$ cat src/rtl/ssp_pkg.sv
// ssp_pkg: shared constants and types for the SSP transmit arbiter.
// No ports. Holds the FSM state codes, default sizing and byte type.
package ssp_pkg;

    localparam int BYTE_W        = 8;
    localparam int DEF_NUM_REQ   = 4;
    localparam int DEF_MAX_BURST = 8;

    localparam logic [1:0] ST_IDLE = 2'd0;
    localparam logic [1:0] ST_XFER = 2'd1;
    localparam logic [1:0] ST_GAP  = 2'd2;

    typedef logic [BYTE_W-1:0] byte_t;

    // Index width for an n-entry vector, never below one bit.
    function automatic int idx_w(input int n);
        return (n > 1) ? $clog2(n) : 1;
    endfunction

endpackage

$ cat src/rtl/ssp_tx_arbiter_if.sv
// ssp_tx_arbiter_if: producer/TX-FIFO side bundle of the arbiter.
// Ports (as signals): REQ/LAST/REQ_DATA and TXFIFO_FULL from the
// environment; ACK/GNT/BUSY and TXFIFO_WRITE/TXFIFO_WDATA from the
// arbiter. 'master' is the environment view, 'slave' the arbiter view.
interface ssp_tx_arbiter_if
    import ssp_pkg::*;
#(
    parameter int NUM_REQ = DEF_NUM_REQ
) ();

    logic [NUM_REQ-1:0]        REQ;
    logic [NUM_REQ-1:0]        LAST;
    logic [BYTE_W*NUM_REQ-1:0] REQ_DATA;
    logic [NUM_REQ-1:0]        ACK;
    logic [NUM_REQ-1:0]        GNT;
    logic                      TXFIFO_FULL;
    logic                      TXFIFO_WRITE;
    byte_t                     TXFIFO_WDATA;
    logic                      BUSY;

    modport master (
        output REQ, LAST, REQ_DATA, TXFIFO_FULL,
        input  ACK, GNT, TXFIFO_WRITE, TXFIFO_WDATA, BUSY
    );

    modport slave (
        input  REQ, LAST, REQ_DATA, TXFIFO_FULL,
        output ACK, GNT, TXFIFO_WRITE, TXFIFO_WDATA, BUSY
    );

endinterface

$ cat src/rtl/ssp_rr_pick.sv
// ssp_rr_pick: combinational round-robin picker.
// Ports: req (request vector), ptr (last winner); win (one-hot),
// win_idx (binary index), any (some request present). The search
// starts at ptr+1 and wraps, so the last winner has lowest priority.
module ssp_rr_pick
    import ssp_pkg::*;
#(
    parameter int N  = DEF_NUM_REQ,
    parameter int IW = idx_w(N)
) (
    input  logic [N-1:0]  req,
    input  logic [IW-1:0] ptr,
    output logic [N-1:0]  win,
    output logic [IW-1:0] win_idx,
    output logic          any
);

    int          j;
    logic [IW-1:0] jj;

    always_comb begin
        win     = '0;
        win_idx = '0;
        any     = 1'b0;
        j       = 0;
        jj      = '0;
        for (int i = 1; i <= N; i++) begin
            j  = (int'(ptr) + i) % N;
            jj = IW'(j);
            if (!any && req[jj]) begin
                any     = 1'b1;
                win[jj] = 1'b1;
                win_idx = jj;
            end
        end
    end

endmodule

$ cat src/rtl/ssp_tx_arbiter.sv
// ssp_tx_arbiter: shares the SSP TX FIFO write port among NUM_REQ
// byte producers with round-robin grants and a per-grant burst cap.
// Ports: PCLK (clock), CLEAR (async active-high reset), bus (slave
// view: REQ/LAST/REQ_DATA/TXFIFO_FULL in; ACK/GNT/BUSY and the TX FIFO
// write strobe/data out). ACK/TXFIFO_* are combinational, the rest
// registered.
module ssp_tx_arbiter
    import ssp_pkg::*;
#(
    parameter int NUM_REQ   = DEF_NUM_REQ,
    parameter int MAX_BURST = DEF_MAX_BURST
) (
    input logic              PCLK,
    input logic              CLEAR,
    ssp_tx_arbiter_if.slave  bus
);

    localparam int IW = idx_w(NUM_REQ);
    localparam int CW = $clog2(MAX_BURST + 1);

    // Pointer resets to the top index so requester 0 wins first.
    localparam logic [IW-1:0] PTR_RST = IW'(NUM_REQ - 1);
    localparam logic [CW-1:0] CNT_MAX = CW'(MAX_BURST);

    logic [1:0]         state_q, state_d;
    logic [NUM_REQ-1:0] gnt_q, gnt_d;
    logic [IW-1:0]      gidx_q, gidx_d;
    logic [IW-1:0]      ptr_q, ptr_d;
    logic [CW-1:0]      cnt_q, cnt_d;
    logic               busy_q, busy_d;

    logic [NUM_REQ-1:0] pick_win;
    logic [IW-1:0]      pick_idx;
    logic               pick_any;

    logic [NUM_REQ-1:0][BYTE_W-1:0] data_arr;

    logic               req_g;
    logic               last_g;
    byte_t              data_g;
    logic               accept;
    logic [CW-1:0]      cnt_inc;

    ssp_rr_pick #(
        .N  (NUM_REQ),
        .IW (IW)
    ) u_pick (
        .req     (bus.REQ),
        .ptr     (ptr_q),
        .win     (pick_win),
        .win_idx (pick_idx),
        .any     (pick_any)
    );

    assign data_arr = bus.REQ_DATA;

    always_comb begin
        req_g   = bus.REQ[gidx_q];
        last_g  = bus.LAST[gidx_q];
        data_g  = data_arr[gidx_q];
        accept  = (state_q == ST_XFER) && req_g && !bus.TXFIFO_FULL;
        cnt_inc = cnt_q + CW'(1);
    end

    // gnt_q is one-hot on the granted index while in XFER, so it
    // doubles as the ACK pattern.
    assign bus.ACK          = accept ? gnt_q : '0;
    assign bus.TXFIFO_WRITE = accept;
    assign bus.TXFIFO_WDATA = accept ? data_g : '0;
    assign bus.GNT          = gnt_q;
    assign bus.BUSY         = busy_q;

    always_comb begin
        state_d = state_q;
        gnt_d   = gnt_q;
        gidx_d  = gidx_q;
        ptr_d   = ptr_q;
        cnt_d   = cnt_q;
        busy_d  = busy_q;
        unique case (state_q)
            ST_IDLE: begin
                if (pick_any) begin
                    state_d = ST_XFER;
                    gnt_d   = pick_win;
                    gidx_d  = pick_idx;
                    cnt_d   = '0;
                    busy_d  = 1'b1;
                end
            end
            ST_XFER: begin
                if (!req_g) begin
                    // Producer withdrew: release without writing.
                    state_d = ST_GAP;
                    gnt_d   = '0;
                end else if (accept) begin
                    cnt_d = cnt_inc;
                    if (last_g || (cnt_inc == CNT_MAX)) begin
                        state_d = ST_GAP;
                        gnt_d   = '0;
                    end
                end
            end
            ST_GAP: begin
                // Pointer moves only now, so the next pick skips g.
                state_d = ST_IDLE;
                ptr_d   = gidx_q;
                busy_d  = 1'b0;
            end
            default: begin
                state_d = ST_IDLE;
                gnt_d   = '0;
                busy_d  = 1'b0;
            end
        endcase
    end

    always_ff @(posedge PCLK or posedge CLEAR) begin
        if (CLEAR) begin
            state_q <= ST_IDLE;
            gnt_q   <= '0;
            gidx_q  <= '0;
            ptr_q   <= PTR_RST;
            cnt_q   <= '0;
            busy_q  <= 1'b0;
        end else begin
            state_q <= state_d;
            gnt_q   <= gnt_d;
            gidx_q  <= gidx_d;
            ptr_q   <= ptr_d;
            cnt_q   <= cnt_d;
            busy_q  <= busy_d;
        end
    end

endmodule

$ cat src/flat_wrapper.sv
// flat-port wrapper written by rule: the top's interface ports become plain ports
module ssp_tx_arbiter_flat import ssp_pkg::*;
#(
    parameter int NUM_REQ   = DEF_NUM_REQ,
    parameter int MAX_BURST = DEF_MAX_BURST
)
  (PCLK, CLEAR, bus_REQ, bus_LAST, bus_REQ_DATA, bus_TXFIFO_FULL, bus_ACK, bus_GNT, bus_TXFIFO_WRITE, bus_TXFIFO_WDATA, bus_BUSY);
  ssp_tx_arbiter_if #(.NUM_REQ(NUM_REQ)) bus_i ();
  input logic PCLK;
  input logic CLEAR;
  input wire logic [$bits(bus_i.REQ)-1:0] bus_REQ;
  input wire logic [$bits(bus_i.LAST)-1:0] bus_LAST;
  input wire logic [$bits(bus_i.REQ_DATA)-1:0] bus_REQ_DATA;
  input wire logic [$bits(bus_i.TXFIFO_FULL)-1:0] bus_TXFIFO_FULL;
  output wire logic [$bits(bus_i.ACK)-1:0] bus_ACK;
  output wire logic [$bits(bus_i.GNT)-1:0] bus_GNT;
  output wire logic [$bits(bus_i.TXFIFO_WRITE)-1:0] bus_TXFIFO_WRITE;
  output wire logic [$bits(bus_i.TXFIFO_WDATA)-1:0] bus_TXFIFO_WDATA;
  output wire logic [$bits(bus_i.BUSY)-1:0] bus_BUSY;
  assign bus_i.REQ = bus_REQ;
  assign bus_i.LAST = bus_LAST;
  assign bus_i.REQ_DATA = bus_REQ_DATA;
  assign bus_i.TXFIFO_FULL = bus_TXFIFO_FULL;
  assign bus_ACK = bus_i.ACK;
  assign bus_GNT = bus_i.GNT;
  assign bus_TXFIFO_WRITE = bus_i.TXFIFO_WRITE;
  assign bus_TXFIFO_WDATA = bus_i.TXFIFO_WDATA;
  assign bus_BUSY = bus_i.BUSY;
  ssp_tx_arbiter #(.NUM_REQ(NUM_REQ), .MAX_BURST(MAX_BURST)) u_core (.PCLK(PCLK), .CLEAR(CLEAR), .bus(bus_i));
endmodule
$ cat config.mk
export PLATFORM = sky130hd
export DESIGN_NAME = ssp_tx_arbiter_flat
export DESIGN_NICKNAME = d
export VERILOG_FILES = /design/src/rtl/ssp_pkg.sv /design/src/rtl/ssp_tx_arbiter_if.sv /design/src/rtl/ssp_rr_pick.sv /design/src/rtl/ssp_tx_arbiter.sv /design/src/flat_wrapper.sv
export SDC_FILE = /design/constraint.sdc
export NUM_CORES = 1
export LEC_CHECK = 0
export CAP_MARGIN = 15
export CORE_MARGIN = 4
export CORE_UTILIZATION = 44
export CTS_CLUSTER_DIAMETER = 200
export DETAILED_ROUTE_END_ITERATION = 10
export MAX_ROUTING_LAYER = met4
export PLACE_DENSITY_LB_ADDON = 0.15
export SYNTH_ARGS = -nofsm -noshare
export SYNTH_HDL_FRONTEND = slang
export SYNTH_SLANG_ARGS = --single-unit
$ cat constraint.sdc
create_clock -name PCLK -period 2.6 [get_ports PCLK]
set_input_delay 0.26 -clock PCLK [delete_from_list [all_inputs] [get_ports PCLK]]
set_output_delay 0.26 -clock PCLK [all_outputs]
set_load 0.02 [all_outputs]
Yosys cells after proc, flatten, opt, wreduce, memory -nomap -nowiden
Cells that the tools add are included.
{"block": "op_classes", "eq_ne": 8, "n_mux": 52, "addsub": 5, "n_reduce_logical": 21, "magnitude_cmp": 9, "n_bitwise": 5}
{"op": "$mux 4", "count": 12}
{"op": "$bmux 8 s2", "count": 1}
{"op": "$mux 2", "count": 8}
{"op": "$mux 8", "count": 2}
{"op": "$lt 2x3->1 const B", "count": 5}
{"op": "$mux 1", "count": 15}
{"op": "$bmux 1 s2", "count": 6}
{"op": "$or 4x4->4", "count": 3}
{"op": "$pmux 4 s3", "count": 1}
{"op": "$logic_and 1x1->1", "count": 9}
{"op": "$demux 1 s2", "count": 4}
{"op": "$ge 2x1->1 const B", "count": 4}
{"op": "$pmux 4 s2", "count": 1}
{"op": "$reduce_and 4->1", "count": 2}
{"op": "$ne 2x1->1 const B", "count": 3}
{"op": "$ne 3x3->1 const B", "count": 2}
{"op": "$add 2x1->2 const B", "count": 2}
{"op": "$add 2x2->2 const B", "count": 2}
{"op": "$add 4x1->4 const B", "count": 1}
{"op": "$eq 4x4->1 const B", "count": 1}
{"op": "$logic_not 1->1", "count": 4}
{"op": "$pmux 2 s2", "count": 1}
{"op": "$reduce_and 2->1", "count": 2}
{"op": "$reduce_and 3->1", "count": 1}
{"op": "7 further kinds", "count": 8}
{"block": "word_totals", "reg_bits": 15, "output_inout_bits": 18, "in_bits": 43, "wordCells": 106}

Logic depth before layout (Yosys ltp)
Gate-level depths: netlist (run 1).
{"block": "depth", "depth_word": 15, "mapped_depth": 9, "mapped_depth_nobuf": 7}

By module
Synthesis (run 1) repeated with hierarchy kept, for this count alone.
{"block": "unflattened", "hier_cells": 184, "hier_area_um2": 1716.6}
{"module": "ssp_tx_arbiter", "area_each_um2": 1087.3, "cells_per_inst": 98, "seq_area_each_um2": 377.9, "instances": 1}
{"module": "ssp_rr_pick", "area_each_um2": 629.4, "cells_per_inst": 86, "seq_area_each_um2": 0.0, "instances": 1}

Least setup slack after synthesis (run 1)
No wires, ideal clock.
{"block": "synth_path", "path_kind": "reg-to-reg", "from": "reg u_core.ptr_q[1]", "to": "reg u_core.gidx_q[0]", "setup_time_ps": 65, "required_ps": 2535, "path_buffers": 2, "setup_slack_ps": 196, "synth_period_minus_slack_ps": 2404, "stages_incl_launch_ff": 10, "t_arrival_ps": 2339, "cell_sequence": "dfstp_2 -> buf_2 -> inv_1 -> ha_1 -> buf_6 -> mux2_2 -> mux2_4 -> or2_0 -> a21oi_1 -> o22a_1"}
{"block": "synth_via", "elab_chain_cells": 14, "word_cells_on_any_way": 27, "classes_between": "add/sub: 4; mux: 16; reduce/logical: 7"}
{"element": "from (decl)", "line_no": "ssp_tx_arbiter.sv:28", "source": "logic [IW-1:0] ptr_q, ptr_d;"}
{"element": "from (signal assigned)", "line_no": "ssp_tx_arbiter.sv:129", "source": "ptr_q <= ptr_d;"}
{"element": "$add 2x1->2", "line_no": "ssp_rr_pick.sv:28", "source": "j = (int'(ptr) + i) % N;"}
{"element": "$bmux 1 s2", "line_no": "ssp_rr_pick.sv:30", "source": "if (!any && req[jj]) begin"}
{"element": "$mux 1 (not written as such)", "line_no": "ssp_rr_pick.sv:30"}
{"element": "$mux 1", "line_no": "ssp_rr_pick.sv:30"}
{"element": "$logic_not 1->1", "line_no": "ssp_rr_pick.sv:30"}
{"element": "$logic_and 1x1->1", "line_no": "ssp_rr_pick.sv:30"}
{"element": "$mux 1", "line_no": "ssp_rr_pick.sv:30"}
{"element": "$logic_not 1->1", "line_no": "ssp_rr_pick.sv:30"}
{"element": "$logic_and 1x1->1", "line_no": "ssp_rr_pick.sv:30"}
{"element": "$mux 1", "line_no": "ssp_rr_pick.sv:30"}
{"element": "$logic_not 1->1", "line_no": "ssp_rr_pick.sv:30"}
{"element": "$logic_and 1x1->1", "line_no": "ssp_rr_pick.sv:30"}
{"element": "$mux 1", "line_no": "ssp_rr_pick.sv:30"}
{"element": "$reduce_and 2->1 (no source line)"}
{"element": "to (signal assigned)", "line_no": "ssp_tx_arbiter.sv:128", "source": "gidx_q <= gidx_d;"}
{"element": "to (decl)", "line_no": "ssp_tx_arbiter.sv:27", "source": "logic [IW-1:0] gidx_q, gidx_d;"}
Several ways; a longest one is shown, not always the timed one. The select of a mux whose other input is x is not followed.
A chain may end at the register's enable or synchronous reset.

Worst setup path in the final report (run 1)
{"block": "layout_path", "from": "reg u_core.state_q[1]", "to": "out bus_TXFIFO_WRITE"}
{"block": "layout_via", "elab_chain_cells": 3}
{"element": "from (decl)", "line_no": "ssp_tx_arbiter.sv:25", "source": "logic [1:0] state_q, state_d;"}
{"element": "from (signal assigned)", "line_no": "ssp_tx_arbiter.sv:126", "source": "state_q <= state_d;"}
{"element": "$eq 2x1->1", "line_no": "ssp_tx_arbiter.sv:61", "source": "accept = (state_q == ST_XFER) && req_g && !bus.TXFIFO_FULL;"}
{"element": "$logic_and 1x1->1 (2 in a row)", "line_no": "ssp_tx_arbiter.sv:61"}
{"element": "to (decl)", "line_no": "flat_wrapper.sv:17", "source": "output wire logic [$bits(bus_i.TXFIFO_WRITE)-1:0] bus_TXFIFO_WRITE;"}
No other way between the ends.

==> results of run 1 <==
-- where the power goes --
part | internal [mW] | total [mW] | switching, mW
Combinational | 0.651 | 1.32 | 0.669
Clock | 0.0595 | 0.133 | 0.0735
Sequential | 0.333 | 0.411 | 0.0785
Total | 1.04 | 1.86 | 0.821
-- path summary, 6_finish.rpt --
path,from,to,slack [ns],cells past startpoint
min in group PCLK,u_core.bus.BUSY,u_core.bus.BUSY,0.55,2
worst min-delay path,CLEAR,u_core.cnt_q[1],0.33,2
worst min register to register,u_core.bus.BUSY,u_core.bus.BUSY,0.55,2
worst max register to register,u_core.ptr_q[1],u_core.gidx_q[0],0.27,7
worst max-delay path,u_core.state_q[1],bus_TXFIFO_WRITE,0.15,5
max in group asynchronous,CLEAR,u_core.gidx_q[1],1.86,2
-- cells by family (layout without fill, tap and decap cells) --
family | after synthesis | in the layout | share of synthesized area
flops | 15 | 15 | 0.241
fa+ha+maj | 9 | 9 | 0.0719
mux | 19 | 19 | 0.203
buf+inv | 18 | 81 | 0.0727
simple gates | 56 | 56 | 0.224
compound gates | 40 | 40 | 0.181
xor+xnor | 1 | 1 | 0.00560
-- per-layer routing --
metal | routed length (µm) | up-vias | part of all wire | GRT usage
li1 | - | 725 | - | -
met1 | 1780 | 741 | 0.42 | 0.246
met2 | 2240 | 57 | 0.53 | 0.365
met3 | 161 | 11 | 0.038 | 0.0183
met4 | 74 | 0 | 0.017 | 0.0633
met5 | 0 | - | 0 | -
-- what timing repair did --
item | in CTS | in global routing
endpoints found under the setup margin | 12 | 6
gates cloned | 0 | 0
endpoints found under the hold margin | 0 | 0
resized for setup | 7 | 8
-- critical path: stages (launching register included) --
cell	delay [ns]
dfrtp_1	0.43
or3b_1	0.37
o22ai_1	0.17
nand2b_1	0.17
clkinv_4	0.15
clkdlybuf4s50_1	0.62
-- final cells by class --
cell class | instances | area [µm²] | area share
repair buffers | 71 | 691 | 0.306
flip-flops and latches | 15 | 379 | 0.168
well taps | 46 | 57.6 | 0.0255
clock buffers | 4 | 26.3 | 0.0117
multi-input cells | 125 | 1070 | 0.476
inverters | 6 | 27.5 | 0.0122
-- sequential cells by signal, indices dropped and copies added (netlist names) --
register / count
u_core.gidx_q: 2
u_core.state_q: 2
u_core.ptr_q: 2
u_core.cnt_q: 4
u_core.bus.GNT: 4
u_core.bus.BUSY: 1
-- through the flow --
step                std cells  total power, mW
finish                    267             1.86
global route              267             2.03
CTS                       267             1.87
detailed placement        263             1.74
global placement          263             1.70
floorplan                 158             1.38
-- synthesized netlist by cell type, drive strengths merged, types with 5 or more instances --
cell type  instances  area [µm²]
dfrtp             13         325
a31oi              5        31.3
nand2             12        45.0
mux2               6        75.1
mux4               9         203
buf               11        87.6
nor3b              6        45.0
and2              12        75.1
nor3               5        30.0
ha                 9         113
inv                6        22.5
o21ai             16        80.1
==> qor.csv, run 1 <==
stage,metric,value,unit
clock_tree,CTS Buffer Depth,2,
sta,skew final,0.000330,ns
layout,"commonest non-fill, non-tap cells in the layout","clkdlybuf4s50_1, o21ai_0, nand2_1, and2_1, dfrtp_1",
clock_tree,clock transition at the registers of the reported paths,0.09,ns
pwr,static leakage,1.06,nW
layout,fraction of layout cells with a size suffix above 1,0.172,
critical_path,CP startpoint kind,register,
logic_synthesis,Yosys reg bits,15,
logic_synthesis,Syn Area/Cell,9.91,µm²
clock_tree,"Setup Fix Bufs, Post-CTS",0,
layout,"Design Area, Final",2250,µm²
layout,ant diodes,0,
global_routing,antenna violations before repair,0,
detailed_routing,WL/cell,15.9,µm
placed_design,Place WS,0.103,ns
layout,"most common cell after layout, fill and taps aside",clkdlybuf4s50_1,
detailed_routing,Via density,5.75,
logic_synthesis,top_reg_cell synth,dfrtp_1,
sta,Hold WS,0.332,ns
logic_synthesis,Synth Warn #,0,
sta,max_slew headroom,0.565,
global_routing,Total GRT Usage,0.206,
layout,# fillers,274,
outcome,outcome,completed,
sta,final hold violation count,0,
layout,nets,274,
detailed_routing,DRC errors left,0,
sta,Max Freq,0.409,GHz
layout,Final Util,0.665,
clock_tree,CTS tree,done,
placed_design,GP Congestion,0.892,
placed_design,dpl cell area,2210,µm²
logic_synthesis,Gate Count Post-Synth,158,
sta,setup TNS,0,ns
placed_design,final HPWL from detailed placement,3450,µm
critical_path,Crit. End Element,primary output,
pwr,Worst VDD drop,0.350,mV
placed_design,# port buffers,60,
layout,Area growth syn-to-layout,44.0,%
global_routing,global-route wire length before repair,7120,µm
sta,fin crit period,2.45,ns
clock_tree,Post-CTS Hold Buffers,0,
clock_tree,CTS H-tree depth,1,
sta,RSZ-0062 raised after global routing,false,
sta,Worst-Margin Slew,0.644,ns
logic_synthesis,syn nets,210,
sta,"Slew Viols, Final",0,
sta,post-route clock period utilization,0.941,
logic_synthesis,async set-reset flop share out of synthesis,1.00,
floorplan,Die Wd,67.6,µm
logic_synthesis,"Cell Area, Synth",1570,µm²
detailed_routing,drt initial violations,87,
global_routing,GRT overflow,0,
detailed_routing,Routed Antenna Nets,0,
detailed_routing,Final Routed Wirelength,4250,µm
pwr,PD cells,827,nW/µm²
critical_path,crit path DAT,2.19,ns
clock_tree,Root Buffer,clkbuf_4,
logic_synthesis,Netlist cell types,47,
clock_tree,worst skew pair latency,0.28,ns
logic_synthesis,sequential share of the synthesized area,0.241,
floorplan,Die Y,67.6,µm
min_path,Hold Crit Class,primary input to async pin,
clock_tree,cts bufs inserted,3,
floorplan,row count,21,
clock_tree,TritonCTS Sinks,15,
run,max_cap viols,0,
detailed_routing,detailed-route via count,1534,
sta,Final WS setup,0.154,ns
floorplan,IO Count,61,
global_routing,number of global-route vias before repair,1665,
sta,final setup vio count,0,
floorplan,die area,4580,µm²
critical_path,CP max FO,18,
floorplan,Starting Density,0.462,
logic_synthesis,Post-synth EDFFs,0,
global_routing,largest net degree at the start of global routing,19,
critical_path,CP required,2.34,ns
detailed_routing,first-pass detailed-route iteration total,4,
floorplan,CORE AREA,3390,µm²
critical_path,critical path type,register to primary output,
(Power assumes the default switching activity.)
==> run 2: changes to the inputs <==
--- a/config.mk
+++ b/config.mk
@@ -5,6 +5,7 @@
 export SDC_FILE = /design/constraint.sdc
 export NUM_CORES = 1
 export LEC_CHECK = 0
+export ABC_CLOCK_PERIOD_IN_PS = 2600
 export CAP_MARGIN = 15
 export CORE_MARGIN = 4
 export CORE_UTILIZATION = 44
==> results of run 2 <==
Same layout as run 1: the final DEF is identical, and so are final timing and power.
==> run 3: changes to the inputs <==
--- a/config.mk
+++ b/config.mk
@@ -13,6 +13,8 @@
 export DETAILED_ROUTE_END_ITERATION = 10
 export MAX_ROUTING_LAYER = met4
 export PLACE_DENSITY_LB_ADDON = 0.15
+export SKIP_CTS_REPAIR_TIMING = 1
+export SKIP_LAST_GASP = 1
 export SYNTH_ARGS = -nofsm -noshare
 export SYNTH_HDL_FRONTEND = slang
 export SYNTH_SLANG_ARGS = --single-unit
==> run 3 against run 2 <==
Global-route usage is 0.11 points higher; final area is 1.0% higher; cell count stayed put; non-clock buffer count is the same; maximum frequency down 0.15%; flip-flop and latch count unchanged; first-iteration DRC count is 8.0% lower; largest cell class unchanged.
==> qor.csv, run 3 (synthesized netlist as in run 1, its figures left out) <==
stage,metric,value,unit
outcome,outcome,completed,
floorplan,CORE AREA,3390,µm²
layout,ant diodes,0,
sta,final setup vio count,0,
sta,RSZ-0062 raised after global routing,false,
floorplan,IO Count,61,
layout,nets,274,
global_routing,Total GRT Usage,0.207,
detailed_routing,detailed-route via count,1524,
global_routing,number of global-route vias before repair,1670,
layout,"commonest non-fill, non-tap cells in the layout","clkdlybuf4s50_1, o21ai_0",
global_routing,antenna violations before repair,0,
sta,final hold violation count,0,
floorplan,die area,4580,µm²
placed_design,GP Congestion,0.892,
layout,sequential cell area,379,µm²
critical_path,Crit. End Element,primary output,
layout,fraction of layout cells with a size suffix above 1,0.172,
detailed_routing,first-pass detailed-route iteration total,4,
critical_path,CP startpoint kind,register,
floorplan,Starting Density,0.462,
critical_path,Critical-path top delay cell,clkdlybuf4s50_1,
layout,Area growth syn-to-layout,45.5,%
critical_path,R2R depth,7,
pwr,Clk pwr share,0.071,
critical_path,critical path type,register to primary output,
run,max_cap viols,0,
pwr,Worst VDD drop,0.349,mV
pwr,PD cells,821,nW/µm²
critical_path,Bufs and invs on worst path,2,
clock_tree,worst skew pair latency,0.28,ns
detailed_routing,DRC errors left,0,
clock_tree,Root Buffer,clkbuf_4,
global_routing,GRT overflow,0,
detailed_routing,drt initial violations,80,
global_routing,largest net degree at the start of global routing,19,
sta,skew final,0.000589,ns
critical_path,CP Depth,5,
critical_path,CP required,2.34,ns
critical_path,cell family with most CP delay,buffers and inverters,
sta,"Slew Viols, Final",0,
global_routing,global-route wire length before repair,7150,µm
critical_path,worst path cell trace,"or3b_1, o22ai_1, nand2b_1, clkinv_4, clkdlybuf4s50_1",
placed_design,final HPWL from detailed placement,3450,µm
clock_tree,CTS H-tree depth,1,
sta,Worst-Margin Slew,0.614,ns
placed_design,# port buffers,60,
clock_tree,CTS Buffer Depth,2,
pwr,static leakage,1.14,nW
detailed_routing,Via density,5.71,
layout,"most common cell after layout, fill and taps aside",clkdlybuf4s50_1,
sta,max_slew headroom,0.586,
pwr,NetSw,820,µW
pwr,Comb power frac,0.709,
critical_path,crit path DAT,2.19,ns
clock_tree,CTS tree,done,
pwr,total internal power,1.05,mW
layout,# fillers,266,
clock_tree,TritonCTS Sinks,15,
pwr,switching fraction of total power,0.439,
sta,setup TNS,0,ns
min_path,Hold Crit Class,primary input to async pin,
detailed_routing,WL/cell,16.0,µm
sta,post-route clock period utilization,0.942,
floorplan,row count,21,
pwr,total chip power,1.87,mW
critical_path,CP max FO,18,
clock_tree,clock transition at the registers of the reported paths,0.09,ns
detailed_routing,Routed Antenna Nets,0,
clock_tree,cts bufs inserted,3,
pwr,Sequential Power Share,0.220,
floorplan,Die Y,67.6,µm
sta,fin crit period,2.45,ns
sta,Hold WS,0.332,ns
sta,Max Freq,0.408,GHz
detailed_routing,Final Routed Wirelength,4260,µm
critical_path,CP max stage delay,0.62,ns
layout,area of the multi-input gates,1070,µm²
floorplan,Die Wd,67.6,µm
run 3: changes by cell type in the layout (fill, tap and decap cells not counted), sizes merged:
cell	before	now
dlygate4sd2	6	0
dlymetal6s2s	6	12
run 3: metal layers:
metal	vias to the layer above	track usage	part of all wire	wire (µm)
met5	-	-	0	0
met4	0	0.0658	0.016	68
met3	9	0.0183	0.049	207
met2	58	0.363	0.52	2230
met1	728	0.249	0.41	1750
li1	729	-	-	-
run 3: through the flow:
step	util	setup slack (ns)	cells	cell area (µm²)
global route	0.672	0.0422	267	2280
finish	0.672	0.151	267	2280
floorplan	-	0.196	158	1570
global placement	0.653	0.153	263	2210
CTS	0.661	-0.0716	267	2240
detailed placement	0.653	0.103	263	2210
run 3: final timing paths:
path,slack [ns],endpoint,startpoint
setup reg to reg,0.27,u_core.gidx_q[0],u_core.ptr_q[1]
hold / removal,0.33,u_core.cnt_q[1],CLEAR
min in group PCLK,0.54,u_core.bus.BUSY,u_core.bus.BUSY
hold reg to reg,0.54,u_core.bus.BUSY,u_core.bus.BUSY
setup / recovery,0.15,bus_TXFIFO_WRITE,u_core.state_q[1]
max in group asynchronous,1.86,u_core.gidx_q[1],CLEAR
run 3: worst register-to-register path, cell delays in order, from the launching register on:
cell and delay, ns:
dfstp_2 0.54, inv_1 0.05, ha_1 0.46, mux2_2 0.39, mux2_4 0.29, or2_0 0.23, a21oi_1 0.16, o22a_1 0.15
run 3: area by class of cell:
class	instances	area share
Inverter	6	0.0121
Tap cell	46	0.0253
Timing Repair Buffer	71	0.313
Sequential cell	15	0.166
Clock buffer	4	0.0115
Multi-Input combinational cell	125	0.471
run 3: power by group through the flow:
stage,sequential (mW),combinational (mW),clock (mW)
after CTS,0.410,1.33,0.135
after global routing,0.426,1.46,0.147
after detailed placement,0.414,1.33,0
final,0.412,1.32,0.133
after floorplan,0.441,0.939,0
after global placement,0.411,1.29,0
